==> src/rtl/mod_exp_pkg.sv <==
// Shared encodings and defaults for the modular-exponentiation controller.
package mod_exp_pkg;

  localparam int unsigned K_DEF     = 192;
  localparam int unsigned EW_DEF    = 192;
  localparam int unsigned LOGEW_DEF = 8;

  // Top-level sequencing states.
  typedef enum logic [2:0] {
    ST_IDLE      = 3'd0,
    ST_TO_MONT   = 3'd1,
    ST_SQUARE    = 3'd2,
    ST_MULT      = 3'd3,
    ST_FROM_MONT = 3'd4,
    ST_FIN       = 3'd5
  } top_state_t;

  // Multiplier handshake states, one pass per Montgomery product.
  typedef enum logic [1:0] {
    OP_IDLE  = 2'd0,
    OP_PREP  = 2'd1,
    OP_ISSUE = 2'd2,
    OP_WAIT  = 2'd3
  } op_state_t;

  // Operand pair presented to the multiplier.
  typedef enum logic [1:0] {
    SEL_BASE_R2  = 2'd0,
    SEL_ACC_ACC  = 2'd1,
    SEL_ACC_BASE = 2'd2,
    SEL_ACC_ONE  = 2'd3
  } op_sel_t;

  // States that own a multiplier operation.
  function automatic logic is_op_state(input top_state_t s);
    return (s == ST_TO_MONT) || (s == ST_SQUARE) || (s == ST_MULT) || (s == ST_FROM_MONT);
  endfunction

  // Operand pair used by each operation state.
  function automatic op_sel_t sel_for_state(input top_state_t s);
    op_sel_t sel;
    sel = SEL_ACC_ACC;
    case (s)
      ST_TO_MONT:   sel = SEL_BASE_R2;
      ST_SQUARE:    sel = SEL_ACC_ACC;
      ST_MULT:      sel = SEL_ACC_BASE;
      ST_FROM_MONT: sel = SEL_ACC_ONE;
      default:      sel = SEL_ACC_ACC;
    endcase
    return sel;
  endfunction

endpackage

==> src/rtl/mod_exp_ctrl_op_seq.sv <==
// PREP/ISSUE/WAIT handshake with the shared Montgomery multiplier.
// A go in OP_IDLE starts one product; capture marks the cycle mm_z is valid.
module mm_op_seq
  import mod_exp_pkg::*;
(
  input  logic clk,
  input  logic reset,
  input  logic go,
  input  logic mm_done,
  output logic mm_start,
  output logic capture,
  output logic ready
);

  op_state_t state;
  op_state_t state_nxt;

  // State register.
  always_ff @(posedge clk or negedge reset) begin
    if (!reset) begin
      state <= OP_IDLE;
    end else begin
      state <= state_nxt;
    end
  end

  // Next-state: one PREP cycle with start low, hold start until the
  // multiplier drops done, then wait for done to come back.
  always_comb begin
    state_nxt = state;
    unique case (state)
      OP_IDLE:  if (go)       state_nxt = OP_PREP;
      OP_PREP:                state_nxt = OP_ISSUE;
      OP_ISSUE: if (!mm_done) state_nxt = OP_WAIT;
      OP_WAIT:  if (mm_done)  state_nxt = OP_IDLE;
      default:                state_nxt = OP_IDLE;
    endcase
  end

  // Moore-style handshake outputs.
  always_comb begin
    mm_start = 1'b0;
    capture  = 1'b0;
    ready    = 1'b0;
    unique case (state)
      OP_IDLE:  ready    = 1'b1;
      OP_PREP:  mm_start = 1'b0;
      OP_ISSUE: mm_start = 1'b1;
      OP_WAIT:  capture  = mm_done;
      default:  ready    = 1'b0;
    endcase
  end

endmodule

==> src/rtl/mod_exp_ctrl.sv <==
// Left-to-right square-and-multiply controller around one shared
// Montgomery multiplier: result = base^exp mod m.
module mod_exp_ctrl
  import mod_exp_pkg::*;
#(
  parameter int unsigned K     = K_DEF,
  parameter int unsigned EW    = EW_DEF,
  parameter int unsigned LOGEW = LOGEW_DEF
) (
  input  logic          clk,
  input  logic          reset,
  input  logic          start,
  input  logic [K-1:0]  base,
  input  logic [EW-1:0] exp,
  input  logic [K-1:0]  r2_mod_m,
  input  logic [K-1:0]  one_mont,
  output logic          busy,
  output logic          done,
  output logic [K-1:0]  result,
  output logic          mm_start,
  output logic [K-1:0]  mm_x,
  output logic [K-1:0]  mm_y,
  input  logic          mm_done,
  input  logic [K-1:0]  mm_z
);

  top_state_t     state;
  top_state_t     state_nxt;

  logic [EW-1:0]  exp_q;
  logic [K-1:0]   base_q;
  logic [K-1:0]   base_m;
  logic [K-1:0]   acc;
  logic [LOGEW-1:0] idx;

  logic           op_go;
  logic           op_ready;
  logic           op_capture;
  op_sel_t        op_sel;
  logic [K-1:0]   x_mux;
  logic [K-1:0]   y_mux;

  logic [EW-1:0]  exp_sh;
  logic           cur_bit;
  logic           idx_zero;

  mm_op_seq u_op_seq (
    .clk      (clk),
    .reset    (reset),
    .go       (op_go),
    .mm_done  (mm_done),
    .mm_start (mm_start),
    .capture  (op_capture),
    .ready    (op_ready)
  );

  // Exponent bit under scan and end-of-scan flag.
  always_comb begin
    exp_sh   = exp_q >> idx;
    cur_bit  = exp_sh[0];
    idx_zero = (idx == '0);
  end

  // Top state register.
  always_ff @(posedge clk or negedge reset) begin
    if (!reset) begin
      state <= ST_IDLE;
    end else begin
      state <= state_nxt;
    end
  end

  // Top next-state: advance only on a captured product.
  always_comb begin
    state_nxt = state;
    unique case (state)
      ST_IDLE: begin
        if (start) state_nxt = ST_TO_MONT;
      end
      ST_TO_MONT: begin
        if (op_capture) state_nxt = ST_SQUARE;
      end
      ST_SQUARE: begin
        if (op_capture) begin
          if (cur_bit)       state_nxt = ST_MULT;
          else if (idx_zero) state_nxt = ST_FROM_MONT;
          else               state_nxt = ST_SQUARE;
        end
      end
      ST_MULT: begin
        if (op_capture) state_nxt = idx_zero ? ST_FROM_MONT : ST_SQUARE;
      end
      ST_FROM_MONT: begin
        if (op_capture) state_nxt = ST_FIN;
      end
      ST_FIN: begin
        state_nxt = ST_IDLE;
      end
      default: begin
        state_nxt = ST_IDLE;
      end
    endcase
  end

  // Top outputs: status, operation launch and operand selection.
  // A new product is launched whenever an operation state finds the
  // sequencer idle, so a SQUARE->SQUARE step relaunches automatically.
  always_comb begin
    busy   = (state != ST_IDLE) && (state != ST_FIN);
    done   = (state == ST_FIN);
    op_go  = is_op_state(state) && op_ready;
    op_sel = sel_for_state(state);
  end

  // Operand mux feeding the registered multiplier inputs.
  always_comb begin
    x_mux = acc;
    y_mux = acc;
    unique case (op_sel)
      SEL_BASE_R2: begin
        x_mux = base_q;
        y_mux = r2_mod_m;
      end
      SEL_ACC_ACC: begin
        x_mux = acc;
        y_mux = acc;
      end
      SEL_ACC_BASE: begin
        x_mux = acc;
        y_mux = base_m;
      end
      SEL_ACC_ONE: begin
        x_mux = acc;
        y_mux = K'(1);
      end
      default: begin
        x_mux = acc;
        y_mux = acc;
      end
    endcase
  end

  // Datapath: operand latch, multiplier operand registers, accumulator,
  // Montgomery base, bit index and result.
  always_ff @(posedge clk or negedge reset) begin
    if (!reset) begin
      exp_q  <= '0;
      base_q <= '0;
      base_m <= '0;
      acc    <= '0;
      idx    <= '0;
      mm_x   <= '0;
      mm_y   <= '0;
      result <= '0;
    end else begin
      if ((state == ST_IDLE) && start) begin
        exp_q  <= exp;
        base_q <= base;
        acc    <= one_mont;
        idx    <= LOGEW'(EW - 1);
      end

      // Operands load on entry to PREP and hold until the product is captured.
      if (op_go) begin
        mm_x <= x_mux;
        mm_y <= y_mux;
      end

      if (op_capture) begin
        unique case (state)
          ST_TO_MONT: begin
            base_m <= mm_z;
          end
          ST_SQUARE: begin
            acc <= mm_z;
            // A set bit keeps the index for the following MULT.
            if (!cur_bit && !idx_zero) idx <= idx - 1'b1;
          end
          ST_MULT: begin
            acc <= mm_z;
            if (!idx_zero) idx <= idx - 1'b1;
          end
          ST_FROM_MONT: begin
            result <= mm_z;
          end
          default: begin
            acc <= acc;
          end
        endcase
      end
    end
  end

endmodule

==> config.mk <==
export PLATFORM = sky130hd
export DESIGN_NAME = mod_exp_ctrl
export DESIGN_NICKNAME = d
export VERILOG_FILES = /design/src/rtl/mod_exp_pkg.sv /design/src/rtl/mod_exp_ctrl_op_seq.sv /design/src/rtl/mod_exp_ctrl.sv
export SDC_FILE = /design/constraint.sdc
export NUM_CORES = 2
export LEC_CHECK = 0
export BUFFER_PORTS_ARGS = -buffer_cell sky130_fd_sc_hd__buf_2
export CORE_AREA = 3 3 599 601
export DETAILED_ROUTE_END_ITERATION = 7
export DIE_AREA = 0 0 602 604
export PLACE_DENSITY = 0.33
export SLEW_MARGIN = 25
export SYNTH_ARGS = -nofsm -noshare
export SYNTH_HDL_FRONTEND = slang
export SYNTH_SLANG_ARGS = --single-unit
==> constraint.sdc <==
create_clock -name clk -period 3.2 [get_ports clk]
set_input_delay 0.16 -clock clk [delete_from_list [all_inputs] [get_ports clk]]
set_output_delay 0.16 -clock clk [all_outputs]
set_load 0.03 [all_outputs]
After elaboration in Yosys (flattened, before gate mapping)
Cells that the tools add are included.

cells by class
  $add $sub $neg = 1
  equality and inequality tests = 21
  shift operators = 1
  mux-type cells = 26
  reduce and logical (&&, ||, !) cells = 21

operators by type and width
  cell                   count
  $pmux W192 S2          2
  $pmux W192 S4          1
  $mux W192              2
  $shr A192 B8 Y1        1
  $mux W8                4
  $mux W3                7
  $ne A2 B2 Y1 const B   8
  $pmux W8 S2            1
  $pmux W3 S5            1
  $eq A2 B2 Y1 const B   4
  $logic_not A8 Y1       1
  $pmux W2 S4            1
  $sub A8 B1 Y8 const B  1
  $eq A3 B2 Y1 const B   2
  $eq A3 B3 Y1 const B   2
  $mux W2                3
  $ne A3 B3 Y1 const B   2
  $pmux W2 S3            1
  $reduce_and A5 Y1      1
  $eq A2 B1 Y1 const B   2
  $logic_and A1 B1 Y1    4
  $logic_not A2 Y1       2
  $reduce_and A2 Y1      2
  $reduce_or A2 Y1       2
  other kinds (8)        13

storage, ports and cells
  bits in registers = 1357
  input port bits = 964
  word-level logic and storage cells = 80

Longest topological paths before layout
  word-level depth = 7
  gate-level depth with buffers = 13

Modules after synthesis
From an unflattened synthesis, not the netlist that was laid out.

unflattened totals
  cells, all modules = 5505
  area, all modules = 58741.3 um^2

modules (own cells, without submodules)
  module        instances  cells each  area an instance (um^2)  sequential area each (um^2)
  mod_exp_ctrl  1          5492        58593.7                  33907.5
  mm_op_seq     1          13          147.6                    50.0

Worst setup path before layout
Ideal clock, no wire load.

  kind = register to register
  from = register idx[0]
  to = register idx[4]
  library setup time = 126 ps
  data arrival time = 2834 ps
  setup slack = 240 ps
  stages on the path, launching flop included = 14
  buffers on the path = 4
  period minus slack after synthesis = 2960 ps
  cells stage by stage = dfrtp_1 -> buf_6 -> buf_4 -> buf_4 -> buf_2 -> inv_1 -> ha_1 -> nor4b_1 -> nand2b_1 -> nor3_1 -> nor2_1 -> o21ai_0 -> o31ai_1 -> a221o_1

on the way
  word-level cells in the longest chain between the ends = 6
  elaborated cells on any way between the ends = 10

ends and longest elaborated chain
  what                                                 line                                    RTL
  start, declared                                      mod_exp_ctrl.sv:34                      logic [LOGEW-1:0] idx;
  start signal, assigned                               mod_exp_ctrl.sv:160                     idx <= LOGEW'(EW - 1);
  start signal, assigned                               mod_exp_ctrl.sv:177                     if (!cur_bit && !idx_zero) idx <= idx - 1'b1;
  start signal, assigned                               mod_exp_ctrl.sv:181                     if (!idx_zero) idx <= idx - 1'b1;
  $shr A192 B8 Y1 or $logic_not A8 Y1 (tied branches)  mod_exp_ctrl.sv:59, mod_exp_ctrl.sv:61
  $logic_not A1 Y1, on equally long branches           n/a
  $logic_and A1 B1 Y1                                  mod_exp_ctrl.sv:177
  $mux W8                                              mod_exp_ctrl.sv:177
  $pmux W8 S2 (*)                                      mod_exp_ctrl.sv:170                     unique case (state)
  $mux W8 (*)                                          mod_exp_ctrl.sv:169                     if (op_capture) begin

Every way passes the cells marked *; elsewhere a longest branch is shown, timed or not.
A chain may end at the register's enable or synchronous reset.

Final worst setup path
  from = register idx[0]
  to = register idx[0]

on the way
  word-level cells in the longest chain between the ends = 6
  elaborated cells on any way between the ends = 11

ends and longest elaborated chain
  what                                                 line
  $shr A192 B8 Y1 or $logic_not A8 Y1 (tied branches)  mod_exp_ctrl.sv:59, mod_exp_ctrl.sv:61
  $logic_not A1 Y1, on equally long branches           n/a
  $logic_and A1 B1 Y1                                  mod_exp_ctrl.sv:177
  $mux W8                                              mod_exp_ctrl.sv:177
  $pmux W8 S2                                          mod_exp_ctrl.sv:170
  $mux W8 (*)                                          mod_exp_ctrl.sv:169

Marks and branches as above.

==> out/summary.log <==
qor: status.run_status finished clean
qor: finish.area_growth_from_synthesis_to_layout 56.94%
qor: clocking.cts-buffers-inserted 182
qor: placed_design.sum_of_net_half_perimeters_after_detailed_placement 267.2 mm
qor: logic_synthesis.mappedNetlistArea 0.05851 mm^2
qor: die.io_pins 1,543
qor: timing.setup_viol 0
qor: timing.clock-skew-final 0.05977 ns
qor: min_path.hold_class input pin to flip-flop
qor: placed_design.portBuffers 1,542
qor: die.std_cell_rows 218
qor: placed_design.dpl-instance-area 0.07304 mm^2
qor: critical_path.worstSetupPathType flip-flop to flip-flop
qor: drt.avgViaCountPerCell 4.204
qor: drt.firstDrtPassIters 5
qor: clocking.clk-insertion-delay-late 0.85 ns
qor: logic_synthesis.yosysWarningCount 0
qor: drt.vias 52,910
qor: critical_path.reg2reg_setup_slack 0.13 ns
qor: logic_synthesis.synth_top_area_cell dfrtp_1
qor: finish.drive_gt1_share 36.70%
qor: logic_synthesis.synth_top_cell_area_share 58.04%
qor: critical_path.worst-path-max-fanout 6
qor: pwr.p_leak 41.07 nW
qor: die.x_dimension_of_the_die 602 um
qor: finish.top_library_cells_by_usage_in_the_layout_fill_and_taps_aside buf_2, dfrtp_1, dlygate4sd3_1
qor: die.die_h 604 um
qor: timing.worst_pin_slew 0.9682 ns
qor: drt.drt-wirelength-per-cell 28.56 um
qor: clocking.cts_tree done
qor: critical_path.worst-endpoint-arrival 3.83 ns
qor: clocking.clkTransAtPathRegs 0.06 ns
qor: drt.drcViolationCount 0
qor: logic_synthesis.mapped_nets 5,855
qor: global_routing.grt.total_usage 19.02%
qor: die.design.core.area 0.3532 mm^2
qor: logic_synthesis.yosys-top-cells-area dfrtp_1, mux2_2, nand2_1
qor: pwr.switching_share 42.05%
qor: timing.max_clock_freq 0.3258 GHz
qor: logic_synthesis.yosys_register_bits 1,357
qor: drt.initial_drc_count 3,371
qor: clocking.clock-root-buffer clkbuf_16
qor: drt.route.antenna.remaining_nets 0
qor: pwr.total_switching_power 0.03773 W
qor: timing.setup_tns 0 ns
qor: critical_path.cp_data_required_time 3.97 ns
qor: finish.final_area 0.09182 mm^2
qor: logic_synthesis.post_synth_num_cell_types 58
qor: logic_synthesis.synth_top_flop_cell dfrtp_1
qor: global_routing.number_of_global_route_vias_before_repair 55,630
qor: pwr.share_clk_of_total_power 23.9%
qor: timing.max-slew-margin-rel 35.46%
qor: timing.slew_viol_final 0
qor: pwr.pwr-share-seq 33.8%
qor: global_routing.grt_first_pass_wirelength 485.8 mm
qor: clocking.clock_tree.buffer_depth 4
qor: clocking.cts_max_level 4
qor: pwr.power_frac_comb 42.4%
qor: pwr.vdd_drop_max 0.0005187 V
qor: logic_synthesis.async_flop_share 100.0%
qor: global_routing.grt_remaining_overflow 0
qor: global_routing.number_of_antenna_violations_at_the_first_check_in_global_routing 131
qor: timing.final_critical_period 3.069 ns
qor: drt.aggregate_routed_wire_length 359.5 mm
qor: clocking.clock_sink_count 1,357
qor: pwr.cellInternalPower 0.05200 W
qor: logic_synthesis.postSynthAreaPerCell 11.97 um^2
qor: logic_synthesis.post_synth_inst_count 4,886
qor: logic_synthesis.synth-edff-count 0
qor: job.max_cap_viol_count 0
qor: finish.final.fill_count 37,510
qor: finish.layout_commonest_cell buf_2
qor: timing.final-hold-violation-count 0
qor: logic_synthesis.synth-seq-area-share 58.04%
qor: critical_path.crit_path_start_kind flip-flop
qor: placed_design.globalplace.congestion 0.8928
qor: die.design.die.area 0.3636 mm^2
qor: global_routing.grt_start_max_net_pins 115
qor: finish.layout.nets 8,615
qor: timing.fin_crit_sh 95.90%
qor: critical_path.cp-end-kind flip-flop
qor: pwr.power.density 977.2 mW/mm^2
qor: die.initial_utilization 16.56%
## critical path, stage by stage, from the launching register on
cell	delay [ns]
dfrtp_4	0.42
buf_4	0.19
mux4_2	0.54
mux4_2	0.54
a2111oi_4	0.45
o32ai_4	0.20
o31a_1	0.35
o32ai_2	0.27
## metrics by stage
step | total power, W | std cells | worst slack [ns] | hold slack (ns) | utilization [%]
2_1_floorplan | 0.05043 | 4886 | 0.2395 | -0.1356 | -
3_3_place_gp | 0.06709 | 10950 | 0.02584 | 0.2018 | 20.68
3_5_place_dp | 0.06756 | 10950 | 0.04687 | 0.1990 | 20.68
4_1_cts | 0.09136 | 12510 | 0.01685 | 0.0002065 | 25.91
5_1_grt | 0.09491 | 12540 | -0.0006422 | 0.02969 | 25.96
6_report | 0.08973 | 12590 | 0.1311 | 0.09680 | 26.00
## worst paths after layout
check / from / to / cells after the start
hold / removal: base[99] / base_q[99] / 3
max in group asynchronous: reset / result[24] / 3
setup reg to reg: idx[0] / idx[0] / 7
setup / recovery: idx[0] / idx[0] / 7
min in group asynchronous: reset / base_m[18] / 3
hold reg to reg: mm_y[162] / mm_y[162] / 2
## metal layers
layer	vias to the layer above	track usage (%)	share of wire, %
met5	-	0	0.092
met4	50	8.305	4.9
met3	578	3.494	5.3
met2	1690	31.36	47
met1	27440	24.21	42
li1	23150	-	-
## registers in the layout (all words and copies together) (netlist names)
register / cells
idx: 8
base_q: 192
state: 3
u_op_seq.state: 2
mm_x: 192
mm_y: 192
result: 192
acc: 192
base_m: 192
exp_q: 192
## logic make-up (layout without fill, tap and decap cells)
family                     Yosys count  after routing  share of synthesized area (%)
muxes                             1020           1020                          20.02
adders and majority gates            5              5                         0.1069
buffers and inverters              395           3297                          2.622
other                                0             68                              0
and+or+nand+nor                   1069           1069                          7.904
xor gates and xnor gates             1              1                        0.01497
DFF                               1357           1357                          58.04
AOI/OAI and AO/OA                 1039           1039                          11.29
## timing repair
action / 4_1_cts / 5_1_grt
hold buffers: 1234 / 0
setup endpoints to repair: 0 / 61
buffers inserted: 0 / 4
hold endpoints to repair: 1750 / 0
gates resized for setup: 0 / 15
## cell usage after synthesis (all sizes together), types with 8 or more instances
| cell type | number |
|---|---|
| o21ai | 585 |
| clkbuf | 358 |
| nand2 | 791 |
| nor2 | 27 |
| mux2i | 204 |
| a21oi | 13 |
| o221ai | 192 |
| a22oi | 194 |
| nor2b | 10 |
| nand2b | 200 |
| nor3 | 13 |
| inv | 8 |
| mux4 | 43 |
| a211oi | 11 |
| dfrtp | 1357 |
| mux2 | 773 |
| nand3 | 9 |
| buf | 29 |
## cell type report
class | count | area [um^2] | area share (%)
multi-input combinational | 3134 | 23140 | 25.20
tap | 4730 | 5918 | 6.445
clock inverter | 50 | 638.1 | 0.6949
antenna | 68 | 170.2 | 0.1853
inverter | 8 | 30.03 | 0.03270
clock buffer | 276 | 5480 | 5.968
timing repair buffer | 2963 | 22480 | 24.48
sequential | 1357 | 33970 | 36.99
## power groups by stage
stage	Sequential, W	Combinational (W)	Clock, W
after global placement	0.0306	0.0365	0
after CTS	0.0305	0.0387	0.0222
after detailed placement	0.0307	0.0369	0
after floorplan	0.0341	0.0163	0
after global routing	0.0313	0.0408	0.0228
final	0.0303	0.0380	0.0214
No activity file was read; power rests on OpenSTA's default activity.
